--- config.mk ---
export PLATFORM = sky130hd
export DESIGN_NAME = gpio_debounce
export DESIGN_NICKNAME = d
export VERILOG_FILES = /design/src/rtl/gpio_debounce_pkg.sv /design/src/rtl/debounce_ch.sv /design/src/rtl/gpio_debounce.sv
export SDC_FILE = /design/constraint.sdc
export NUM_CORES = 1
export LEC_CHECK = 0
export ABC_AREA = 1
export ABC_CLOCK_PERIOD_IN_PS = 1700
export CAP_MARGIN = 20
export CORE_AREA = 2 2 111 113
export CTS_BUF_LIST = sky130_fd_sc_hd__clkbuf_4 sky130_fd_sc_hd__clkbuf_8 sky130_fd_sc_hd__clkbuf_16
export CTS_CLUSTER_SIZE = 24
export DETAILED_ROUTE_END_ITERATION = 12
export DIE_AREA = 0 0 113 115
export PLACE_DENSITY = 0.7
export SLEW_MARGIN = 20
export SYNTH_ARGS = -nofsm -noshare
export SYNTH_HDL_FRONTEND = slang
export SYNTH_SLANG_ARGS = --single-unit
--- constraint.sdc ---
create_clock -name clk -period 1.7 [get_ports clk]
set_input_delay 0.34 -clock clk [delete_from_list [all_inputs] [get_ports clk]]
set_output_delay 0.34 -clock clk [all_outputs]
set_load 0.02 [all_outputs]
--- src/rtl/gpio_debounce_pkg.sv ---
// gpio_debounce_pkg: shared constants, bus levels and register map for the debouncer
package gpio_debounce_pkg;
    localparam logic ENABLE_  = 1'b0;
    localparam logic DISABLE_ = 1'b1;
    localparam logic READ     = 1'b1;
    localparam logic WRITE    = 1'b0;
    localparam int   CNT_W          = 16;
    localparam int   DATA_W         = 32;
    localparam int   ADDR_W         = 30;
    localparam int   STABLE_CNT_DEF = 50000;
    typedef enum logic [1:0] {
        REG_STATUS  = 2'd0,
        REG_PEND    = 2'd1,
        REG_RISE_EN = 2'd2,
        REG_FALL_EN = 2'd3
    } reg_addr_e;
endpackage

--- src/rtl/debounce_ch.sv ---
// debounce_ch: one channel of 2-flop synchronizer plus stable-level counter
// Ports: clk, reset_ (async active-low), raw (pin level), clean (debounced level)
module debounce_ch
    import gpio_debounce_pkg::*;
#(
    parameter int STABLE_CNT = STABLE_CNT_DEF
) (
    input  logic clk,
    input  logic reset_,
    input  logic raw,
    output logic clean
);
    localparam logic [CNT_W-1:0] LAST = CNT_W'(STABLE_CNT - 1);
    logic s1, s2;
    logic [CNT_W-1:0] cnt;
    always_ff @(posedge clk or negedge reset_) begin
        if (!reset_) begin
            s1    <= 1'b0;
            s2    <= 1'b0;
            cnt   <= '0;
            clean <= 1'b0;
        end else begin
            s1 <= raw;
            s2 <= s1;
            if (s2 == clean) cnt <= '0;
            else if (cnt == LAST) begin
                clean <= s2;
                cnt   <= '0;
            end else cnt <= cnt + CNT_W'(1);
        end
    end
endmodule

--- src/rtl/gpio_debounce.sv ---
// gpio_debounce: CH-channel switch debouncer with edge-pending interrupt and register bus
// Ports: clk, reset_ (async active-low), raw_in/clean_out (pin levels in, debounced out),
//        cs_/as_/rw/addr/wr_data/rd_data/rdy_ (register bus), irq (any pending edge)
module gpio_debounce
    import gpio_debounce_pkg::*;
#(
    parameter int CH         = 4,
    parameter int STABLE_CNT = STABLE_CNT_DEF
) (
    input  logic              clk,
    input  logic              reset_,
    input  logic [CH-1:0]     raw_in,
    output logic [CH-1:0]     clean_out,
    input  logic              cs_,
    input  logic              as_,
    input  logic              rw,
    input  logic [ADDR_W-1:0] addr,
    input  logic [DATA_W-1:0] wr_data,
    output logic [DATA_W-1:0] rd_data,
    output logic              rdy_,
    output logic              irq
);
    logic [CH-1:0] clean_q, pend, rise_en, fall_en, set_ev, clr;
    logic [DATA_W-1:0] rd_sel;
    logic bus, wr, rd;
    reg_addr_e a;
    logic unused_bits;

    for (genvar i = 0; i < CH; i++) begin : g_ch
        debounce_ch #(.STABLE_CNT(STABLE_CNT)) u_ch (
            .clk   (clk),
            .reset_(reset_),
            .raw   (raw_in[i]),
            .clean (clean_out[i])
        );
    end

    assign unused_bits = ^{addr[ADDR_W-1:2], wr_data};

    always_comb begin
        a      = reg_addr_e'(addr[1:0]);
        bus    = (cs_ == ENABLE_) && (as_ == ENABLE_);
        wr     = bus && (rw == WRITE);
        rd     = bus && (rw == READ);
        set_ev = (clean_out & ~clean_q & rise_en) | (~clean_out & clean_q & fall_en);
        clr    = (wr && a == REG_PEND) ? wr_data[CH-1:0] : '0;
        rd_sel = a == REG_STATUS  ? DATA_W'(clean_out) :
                 a == REG_PEND    ? DATA_W'(pend) :
                 a == REG_RISE_EN ? DATA_W'(rise_en) : DATA_W'(fall_en);
    end

    // set_ev is OR-ed after the clear so a same-cycle edge keeps its pending bit
    always_ff @(posedge clk or negedge reset_) begin
        if (!reset_) begin
            clean_q <= '0;
            pend    <= '0;
            rise_en <= '0;
            fall_en <= '0;
            irq     <= 1'b0;
            rd_data <= '0;
            rdy_    <= DISABLE_;
        end else begin
            clean_q <= clean_out;
            pend    <= (pend & ~clr) | set_ev;
            irq     <= |pend;
            if (wr && a == REG_RISE_EN) rise_en <= wr_data[CH-1:0];
            if (wr && a == REG_FALL_EN) fall_en <= wr_data[CH-1:0];
            rdy_    <= bus ? ENABLE_ : DISABLE_;
            rd_data <= rd ? rd_sel : '0;
        end
    end
endmodule

After elaboration in Yosys (flattened, before gate mapping)
Index checks and enable logic that the tools add are counted.

storage, ports and cells
  word-level logic and storage cells = 81
  register bits = 98
  input bits = 71

cells by class
  bitwise operators = 17
  equal/unequal tests = 11
  add/sub/neg operators = 4
  reductions and logical operators = 12
  muxes and demuxes = 14

operator list
  cell                     count
  $mux W16                 8
  $add A16 B1 Y16 const B  4
  $eq A16 B16 Y1 const B   4
  $and A4 B4 Y4            5
  $mux W4                  5
  $not A4 Y4               3
  $or A4 B4 Y4             2
  $reduce_and A2 Y1        4
  $not A1 Y1               7
  $logic_and A1 B1 Y1      6
  $eq A1 B1 Y1             4
  $eq A2 B2 Y1 const B     2
  $reduce_or A4 Y1         1
  $eq A2 B1 Y1 const B     1
  $logic_not A2 Y1         1
  $mux W1                  1

Longest topological paths before layout
Gate-level depths: netlist of the first run.

  depth after elaboration = 8
  depth in mapped cells = 8
  gate-level depth less buffers = 8

Modules after synthesis
A second synthesis of the first run with hierarchy kept.

unflattened totals
  cell total of the unflattened synthesis = 641
  area total of the unflattened synthesis = 5286.3 um^2

by module, submodules not included
  module                          cells each  sequential area each (um^2)  area an instance (um^2)  instances
  debounce_ch (g_ch[0].u_ch ...)  122         475.5                        1029.7                   3
  gpio_debounce                   152         551.8                        1212.4                   1
  debounce_ch (g_ch[1].u_ch)      123         475.5                        984.7                    1

Least setup slack after synthesis of the first run
Ideal clock, no wire load.

  kind = register -> register
  start point = reg g_ch[1].u_ch.cnt[0]
  end point = reg g_ch[1].u_ch.cnt[14]
  clock period less this slack = 1289 ps
  library setup time = 125 ps
  buffers on the path = 0
  stages on the path, launching flop included = 7
  setup slack = 411 ps
  required time = 1575 ps
  arrival time = 1164 ps
  cell sequence = dfrtp_1 ha_1 nand3_1 nor2_1 nand3_1 nand2_1 a21oi_1

between the ends
  longest elaborated chain between the ends = 3

ends and longest elaborated chain
  element                                            line                                  text
  from (decl)                                        debounce_ch.sv:15                     logic [CNT_W-1:0] cnt;
  from (signal assigned)                             debounce_ch.sv:29                     end else cnt <= cnt + CNT_W'(1);
  $add A16 B1 Y16 or $eq A16 B16 Y1 (tied branches)  debounce_ch.sv:29, debounce_ch.sv:26
  $mux W16 *                                         debounce_ch.sv:26                     else if (cnt == LAST) begin
  $mux W16 *                                         debounce_ch.sv:25                     if (s2 == clean) cnt <= '0;

Every way passes the cells marked *; elsewhere a longest branch is shown, timed or not.
A chain may end at the register's enable or synchronous reset.

Worst setup path after layout of the first run
  start point = reg g_ch[0].u_ch.clean
  end point = out clean_out[0]

RTL lines
  element                 line                 text
  from (decl)             debounce_ch.sv:11    output logic clean
  from (signal assigned)  debounce_ch.sv:21    clean <= 1'b0;
  from (signal assigned)  debounce_ch.sv:27    clean <= s2;
  to (decl)               gpio_debounce.sv:13  output logic [CH-1:0] clean_out,

No word-level cell between the ends.

==> flow_metrics.tcl, run 1 <==
set metrics [dict create \
    die_w_um 113 \
    routed_via_density 4.94 \
    synth.top_cell.area_share 0.469 \
    path_max_fanout 2 \
    clk_pin_slew_ns 0.06 \
    grt_use_total 0.167 \
    rows 40 \
    cts_setup_buffers 0 \
    ys_seq_area_frac 0.474 \
    io_pins 109 \
    setup.worst_path.end_class "primary output" \
    syn_inst 646 \
    critPathTopFamily "buffers and inverters" \
    core_area_um2 11800 \
    final-setup-viol-count 0 \
    hold_path_class "reg2reg" \
    cts_max_path_buffers 2 \
    diodes 0 \
    root_buffer "clkbuf_16" \
    avgSynthCellArea_um2 8.01 \
    nets 760 \
    postRouteAntennaNets 0 \
    grt_pass1_vias 4074 \
    syn_area_um2 5180 \
    final_common_cell "nand2_1" \
    slowest_delay_ns 0.61 \
    fill_cells 1094 \
    first_iter_violations 289 \
    dr.pass1.iters 10 \
    place_hpwl_um 7510 \
    cp.arrival_ns 1.31 \
    finalSetupTns_ns 0 \
    yosysWarnings 0 \
    synth.distinct_cells 34 \
    cellPowerDensity_nw_per_um2 843 \
    overflow 0 \
    grt_max_degree 35 \
    p_leak_nw 2.64 \
    critPathKind "reg2out" \
    slowest_stage "clkdlybuf4s50_1" \
    clk_latency_ns 0.34 \
    skew_ns 0.00431 \
    vdd_drop_max_uv 520 \
    cts_tree "built" \
    status "finished, violations left" \
    max_cap_violations 0 \
    yosys.area.top_type "dfrtp_1" \
    crit_buf_inv 1 \
    layout.cells.non_filler 837 \
    finalCritPeriodShare 0.970 \
    clock_sinks 98 \
    place_inst 820 \
    die_y_um 115 \
    fmax_mhz 607 \
    place_congestion 0.928 \
    slew_viol_final 0 \
    hold_violations 0 \
    layout-drive-gt1-share 0.0870 \
    critPathLaunchType "flip-flop" \
    numCtsBuffers 9 \
    synth-seq-cells 98 \
    start_util 0.438 \
    power_mw 4.95 \
    final_cell_mix "nand2_1, nor2_1, dfrtp_1" \
    htreeDepth 3 \
    portBuffers 24 \
    period_needed_ns 1.65 \
    synth_area_leaders "dfrtp_1, nand2_1, nor2_1" \
    wire_per_inst_um 12.2 \
    grt_pass1_wl_um 17800 \
    synthToLayoutAreaGrowth_pct 13.5 \
    failed_checks "design-rule violations" \
    wl_um 10200 \
    dr_total_vias 4131 \
    remaining_drc_errors 6 \
    cp.required_ns 1.36 \
    crit_chain "clkdlybuf4s50_1" \
    antenna_found_initial 0 \
    rsz0062_at_grt "false" \
    die_area_um2 13000 \
]
report_power, final:
part           leakage, nW  switching (mW)  total, mW  internal, mW
clock network        0.153           0.857       2.09          1.23
logic                 1.17           0.233      0.359         0.127
registers             1.31          0.0768       2.51          2.43
total                 2.64            1.17       4.95          3.79
cells in the mapped netlist:
master and instances:
nand2_1 132, nor2_1 124, dfrtp_1 97, inv_1 71, nand3_1 52, buf_4 32
o21ai_0 21, nand4_1 19, xor2_1 19, a21oi_1 10, nand2_2 9, nor3_1 8
inv_2 6, xnor2_1 6, ha_1 4, nor3_2 4, o21bai_1 4, nand3_2 3
nor2_2 3, o221ai_1 3, xor2_2 3, and2_1 2, nor2_4 2, nor3_4 2
a211oi_1 1, a41oi_1 1, clkinv_1 1, conb_1 1, dfstp_2 1, nand3_4 1
nand3b_1 1, o21ai_1 1, o21bai_2 1, or4_1 1
path summary, 6_finish.rpt:
kind,slack (ns),cells past startpoint,to,startpoint
worst max-delay path,0.05,1,clean_out[0],g_ch[0].u_ch.clean
worst min-delay path,0.35,0,g_ch[3].u_ch.s2,g_ch[3].u_ch.s1
worst max register to register,0.20,6,g_ch[1].u_ch.cnt[14],g_ch[1].u_ch.cnt[0]
worst min register to register,0.35,0,g_ch[3].u_ch.s2,g_ch[3].u_ch.s1
max in group asynchronous,0.70,3,g_ch[1].u_ch.cnt[15],reset_
min in group asynchronous,0.51,2,g_ch[2].u_ch.cnt[13],reset_
final cells by class:
type / count / area, um^2 / share of cell area
Timing Repair Buffer: 33 / 342 / 0.0581
Inverter: 78 / 293 / 0.0498
Tap cell: 147 / 184 / 0.0313
Multi-Input combinational cell: 465 / 2290 / 0.390
Clock inverter: 5 / 60.1 / 0.0102
Clock buffer: 11 / 253 / 0.0430
Sequential cell: 98 / 2450 / 0.417
routing by layer:
metal	track usage	up-vias	wire, um
li1	-	2062	-
met1	0.207	1955	4690
met2	0.288	95	4910
met3	0.0369	19	412
met4	0.0650	0	196
met5	0	-	0
through the flow:
| step | hold slack [ns] | area (um^2) | utilization | setup WS [ns] |
|---|---|---|---|---|
| 2_1_floorplan | 0.0444 | 5280 | - | 0.411 |
| 3_3_place_gp | 0.333 | 5560 | 0.471 | 0.0685 |
| 3_5_place_dp | 0.335 | 5560 | 0.471 | 0.00731 |
| 4_1_cts | 0.350 | 5880 | 0.498 | 0.0297 |
| 5_1_grt | 0.369 | 5880 | 0.498 | 0.000391 |
| 6_report | 0.351 | 5880 | 0.498 | 0.0515 |
cell families (layout without fill, tap and decap cells):
group / Yosys count / after routing / synth area share
other: 1 / 28 / 0.000724
flip-flops: 98 / 98 / 0.474
XOR/XNOR: 28 / 28 / 0.0517
AO/OA/AOI/OAI: 42 / 42 / 0.0471
buffers and inverters: 110 / 127 / 0.103
AND/OR/NAND/NOR: 363 / 363 / 0.314
adder cells (fa/ha/maj): 4 / 4 / 0.00967
timing repair:
| action | 4_1_cts | 5_1_grt |
|---|---|---|
| hold buffers | 1 | 0 |
| hold endpoints to repair | 30 | 0 |
| gates resized for setup | 3 | 0 |
| endpoints found under the setup margin | 3 | 0 |
sequential cells by signal, indices dropped and copies added (netlist names):
register         cells
g_ch.u_ch.cnt       64
clean_q              4
fall_en              4
g_ch.u_ch.clean      4
g_ch.u_ch.s1         4
g_ch.u_ch.s2         4
pend                 4
rd_data              4
rise_en              4
irq                  1
rdy_                 1
Power figures use the tool's default switching activity.
==> inputs of run 2 (changes only) <==
--- a/config.mk
+++ b/config.mk
@@ -6,7 +6,6 @@
 export NUM_CORES = 1
 export LEC_CHECK = 0
 export ABC_AREA = 1
-export ABC_CLOCK_PERIOD_IN_PS = 1700
 export CAP_MARGIN = 20
 export CORE_AREA = 2 2 111 113
 export CTS_BUF_LIST = sky130_fd_sc_hd__clkbuf_4 sky130_fd_sc_hd__clkbuf_8 sky130_fd_sc_hd__clkbuf_16
@@ -14,7 +13,7 @@
 export DETAILED_ROUTE_END_ITERATION = 12
 export DIE_AREA = 0 0 113 115
 export PLACE_DENSITY = 0.7
-export SLEW_MARGIN = 20
+export SKIP_CTS_REPAIR_TIMING = 1
 export SYNTH_ARGS = -nofsm -noshare
 export SYNTH_HDL_FRONTEND = slang
 export SYNTH_SLANG_ARGS = --single-unit
==> flow_metrics.tcl, run 2 (synthesis results as in run 1) <==
set metrics [dict create \
    final_cell_mix "nand2_1, nor2_1, dfrtp_1" \
    critPathTopFamily "buffers and inverters" \
    cts_max_path_buffers 2 \
    wire_per_inst_um 12.2 \
    fin_area_um2 5890 \
    p_leak_nw 2.67 \
    swShare 0.235 \
    crit_buf_inv 1 \
    slowest_delay_ns 0.61 \
    clockPowerShare 0.421 \
    diodes 0 \
    core_area_um2 11800 \
    critPathKind "reg2out" \
    routed_via_density 4.94 \
    die_area_um2 13000 \
    rsz0062_at_grt "false" \
    root_buffer "clkbuf_16" \
    rows 40 \
    path_max_fanout 2 \
    nets 760 \
    hold_path_class "reg2reg" \
    dpl_cell_area_um2 5560 \
    overflow 0 \
    grt_pass1_wl_um 17800 \
    cts_tree "built" \
    synthToLayoutAreaGrowth_pct 13.7 \
    cp.arrival_ns 1.31 \
    layout-drive-gt1-share 0.0870 \
    die_y_um 115 \
    first_iter_violations 291 \
    grt_use_total 0.167 \
    power_mw 4.95 \
    critPathLaunchType "flip-flop" \
    status "finished, violations left" \
    numCtsBuffers 9 \
    clk_pin_slew_ns 0.06 \
    place_inst 820 \
    vdd_drop_max_uv 520 \
    switchingPower_mw 1.17 \
    postRouteAntennaNets 0 \
    start_util 0.438 \
    slew_viol_final 0 \
    hold_violations 0 \
    remaining_drc_errors 6 \
    finalSetupTns_ns 0 \
    crit_chain "clkdlybuf4s50_1" \
    internal-power_mw 3.79 \
    cellPowerDensity_nw_per_um2 841 \
    place_congestion 0.928 \
    die_w_um 113 \
    place_hpwl_um 7510 \
    cp.required_ns 1.36 \
    fin_util 0.499 \
    max_cap_violations 0 \
    dr.pass1.iters 10 \
    pwr-share-comb 0.073 \
    grt_max_degree 35 \
    final-setup-viol-count 0 \
    clk_latency_ns 0.34 \
    layout.cells.non_filler 837 \
    largest_register_ffs 64 \
    period_needed_ns 1.65 \
    largest-register "g_ch.u_ch.cnt" \
    finalCritPeriodShare 0.970 \
    final_common_cell "nand2_1" \
    failed_checks "design-rule violations" \
    io_pins 109 \
    htreeDepth 3 \
    fmax_mhz 607 \
    fill_cells 1092 \
    wl_um 10200 \
    seqPwrFrac 0.506 \
    grt_pass1_vias 4072 \
    skew_ns 0.00431 \
    clock_sinks 98 \
    antenna_found_initial 0 \
    dr_total_vias 4131 \
    setup.worst_path.end_class "primary output" \
    portBuffers 24 \
    slowest_stage "clkdlybuf4s50_1" \
]
-- run 2: changes by cell type in the layout (fill, tap and decap cells not counted) --
cell / previous run / this run
dlymetal6s2s_1: 0 / 3
dlygate4sd2_1: 3 / 0
-- run 2: power groups by stage --
stage	clock network [mW]	logic (mW)	registers (mW)
finish	2.09	0.360	2.51
global route	2.23	0.408	2.52
CTS	2.16	0.364	2.51
detailed placement	0	0.361	2.55
global placement	0	0.350	2.55
floorplan	0	0.248	2.54
-- run 2: area by class of cell --
type / count / area, um^2 / area share
Sequential cell: 98 / 2450 / 0.417
Tap cell: 147 / 184 / 0.0312
Inverter: 78 / 293 / 0.0497
Clock inverter: 5 / 60.1 / 0.0102
Timing Repair Buffer: 33 / 353 / 0.0599
Clock buffer: 11 / 253 / 0.0429
Multi-Input combinational cell: 465 / 2290 / 0.389
-- run 2: final timing paths --
kind                                        end  cells past startpoint  slack, ns                 from
max                                clean_out[0]                      1       0.05   g_ch[0].u_ch.clean
min                             g_ch[3].u_ch.s2                      0       0.35      g_ch[3].u_ch.s1
max reg2reg                g_ch[1].u_ch.cnt[14]                      6       0.20  g_ch[1].u_ch.cnt[0]
min reg2reg                     g_ch[3].u_ch.s2                      0       0.35      g_ch[3].u_ch.s1
max in group asynchronous  g_ch[1].u_ch.cnt[15]                      3       0.70               reset_
min in group asynchronous  g_ch[2].u_ch.cnt[13]                      2       0.51               reset_
-- run 2: routing by layer --
metal | global-route usage | up-vias | share of wire
li1 | - | 2062 | -
met1 | 0.208 | 1955 | 0.46
met2 | 0.287 | 95 | 0.48
met3 | 0.0369 | 19 | 0.040
met4 | 0.0650 | 0 | 0.019
met5 | 0 | - | 0
-- run 2: per-stage QoR --
step                      setup slack (ns)  hold slack, ns
after floorplan                      0.411          0.0444
after global placement              0.0685           0.333
after detailed placement           0.00731           0.335
after CTS                           -0.119         -0.0327
after global routing              0.000391           0.369
final                               0.0515           0.351
==> inputs of run 3 (changes only) <==
--- a/config.mk
+++ b/config.mk
@@ -12,7 +12,7 @@
 export CTS_CLUSTER_SIZE = 24
 export DETAILED_ROUTE_END_ITERATION = 12
 export DIE_AREA = 0 0 113 115
-export PLACE_DENSITY = 0.7
+export PLACE_DENSITY = 0.81
 export SKIP_CTS_REPAIR_TIMING = 1
 export SYNTH_ARGS = -nofsm -noshare
 export SYNTH_HDL_FRONTEND = slang
==> flow_metrics.tcl, run 3 (synthesis results as in run 1) <==
set metrics [dict create \
    skew_ns 0.00456 \
    setup.worst_path.end_class "primary output" \
    drt-met1-wl_um 4210 \
    cts_max_path_buffers 2 \
    io_pins 109 \
    place_hpwl_um 6860 \
    critPathTopFamily "buffers and inverters" \
    start_util 0.438 \
    die_w_um 113 \
    finalSetupTns_ns 0 \
    max_cap_violations 0 \
    top_layer_used "met4" \
    path_max_fanout 2 \
    slew_headroom 0.660 \
    tightest_slew_ns 0.511 \
    hold_path_class "in2async" \
    grt_use_total 0.163 \
    dpl_cell_area_um2 5500 \
    grt_pass1_vias 3967 \
    numCtsBuffers 9 \
    failed_checks "design-rule violations" \
    preCtsSetupSlack_ns 0.0191 \
    antenna_found_initial 0 \
    cts_tree "built" \
    hold_violations 0 \
    diodes 0 \
    regArea_um2 2450 \
    p_leak_nw 2.64 \
    die_y_um 115 \
    crit_chain "clkdlybuf4s50_1" \
    cp.arrival_ns 1.30 \
    crit_buf_inv 1 \
    core_area_um2 11800 \
    grt_max_degree 99 \
    wl_met3_um 531 \
    remaining_drc_errors 3 \
    die_area_um2 13000 \
    worst_slack_ns 0.0571 \
    finalCritPeriodShare 0.966 \
    overflow 0 \
    fin_area_um2 5840 \
    root_buffer "clkbuf_16" \
    layout-drive-gt1-share 0.0818 \
    synthToLayoutAreaGrowth_pct 12.8 \
    critPathKind "reg2out" \
    first_iter_violations 406 \
    period_needed_ns 1.64 \
    wire_per_inst_um 11.6 \
    final_common_cell "nand2_1" \
    rsz0062_at_grt "false" \
    slowest_stage "clkdlybuf4s50_1" \
    fill_cells 1113 \
    fmax_mhz 609 \
    final_cell_mix "nand2_1, nor2_1, dfrtp_1" \
    grt_pass1_wl_um 17200 \
    htreeDepth 3 \
    clk_latency_ns 0.35 \
    critPathLaunchType "flip-flop" \
    nets 755 \
    cp.required_ns 1.36 \
    wl_um 9650 \
    cellPowerDensity_nw_per_um2 862 \
    vdd_drop_max_uv 474 \
    slew_viol_final 0 \
    dr_total_vias 4059 \
    route.met2.wl_um 4740 \
    power_mw 5.03 \
    final-setup-viol-count 0 \
    dr.pass1.iters 9 \
    routed_via_density 4.88 \
    largest_register_ffs 64 \
    clock_sinks 98 \
    portBuffers 24 \
    timing.hold.ws_ns 0.0215 \
    status "finished, violations left" \
    multi_input_area_um2 2290 \
    postRouteAntennaNets 0 \
    slowest_delay_ns 0.60 \
    rows 40 \
    largest-register "g_ch.u_ch.cnt" \
    place_congestion 0.888 \
    clk_pin_slew_ns 0.06 \
]
[run 3: cell count changes in the layout (fill, tap and decap cells not counted)]
cell	before	now
bufinv_16	1	2
dlygate4sd3_1	1	0
inv_6	2	1
buf_12	3	1
clkbuf_8	2	1
clkinvlp_4	1	2
buf_4	6	4
[run 3: per-layer routing]
metal | vias to the layer above | global-route usage
met5 | - | 0
met4 | 0 | 0.0675
met3 | 15 | 0.0369
met2 | 114 | 0.284
met1 | 1873 | 0.196
li1 | 2057 | -
[run 3: layout make-up]
class	count	area share
clock inverters	6	0.0152
multi-input cells	465	0.393
well taps	147	0.0315
repair buffers	28	0.0493
clock buffers	10	0.0409
inverters	78	0.0502
flip-flops and latches	98	0.420
[run 3: power breakdown]
| part | switching [mW] | total [mW] | internal, mW |
|---|---|---|---|
| Sequential | 0.0733 | 2.51 | 2.43 |
| Clock | 0.860 | 2.19 | 1.33 |
| Combinational | 0.224 | 0.337 | 0.114 |
[run 3: worst paths after layout]
| check | slack (ns) | endpoint | start | depth (start not counted) |
|---|---|---|---|---|
| worst max register to register | 0.21 | g_ch[2].u_ch.cnt[6] | g_ch[2].u_ch.cnt[0] | 6 |
| worst max-delay path | 0.06 | clean_out[0] | g_ch[0].u_ch.clean | 1 |
| max in group asynchronous | 1.27 | g_ch[0].u_ch.cnt[5] | reset_ | 2 |
| min in group clk | 0.36 | g_ch[3].u_ch.s2 | g_ch[3].u_ch.s1 | 0 |
| worst min register to register | 0.36 | g_ch[3].u_ch.s2 | g_ch[3].u_ch.s1 | 0 |
| worst min-delay path | 0.02 | g_ch[2].u_ch.cnt[14] | reset_ | 2 |
[run 3: through the flow]
step,util,cells
floorplan,-,673
global placement,0.466,816
detailed placement,0.466,816
CTS,0.494,832
global route,0.494,832
finish,0.494,832
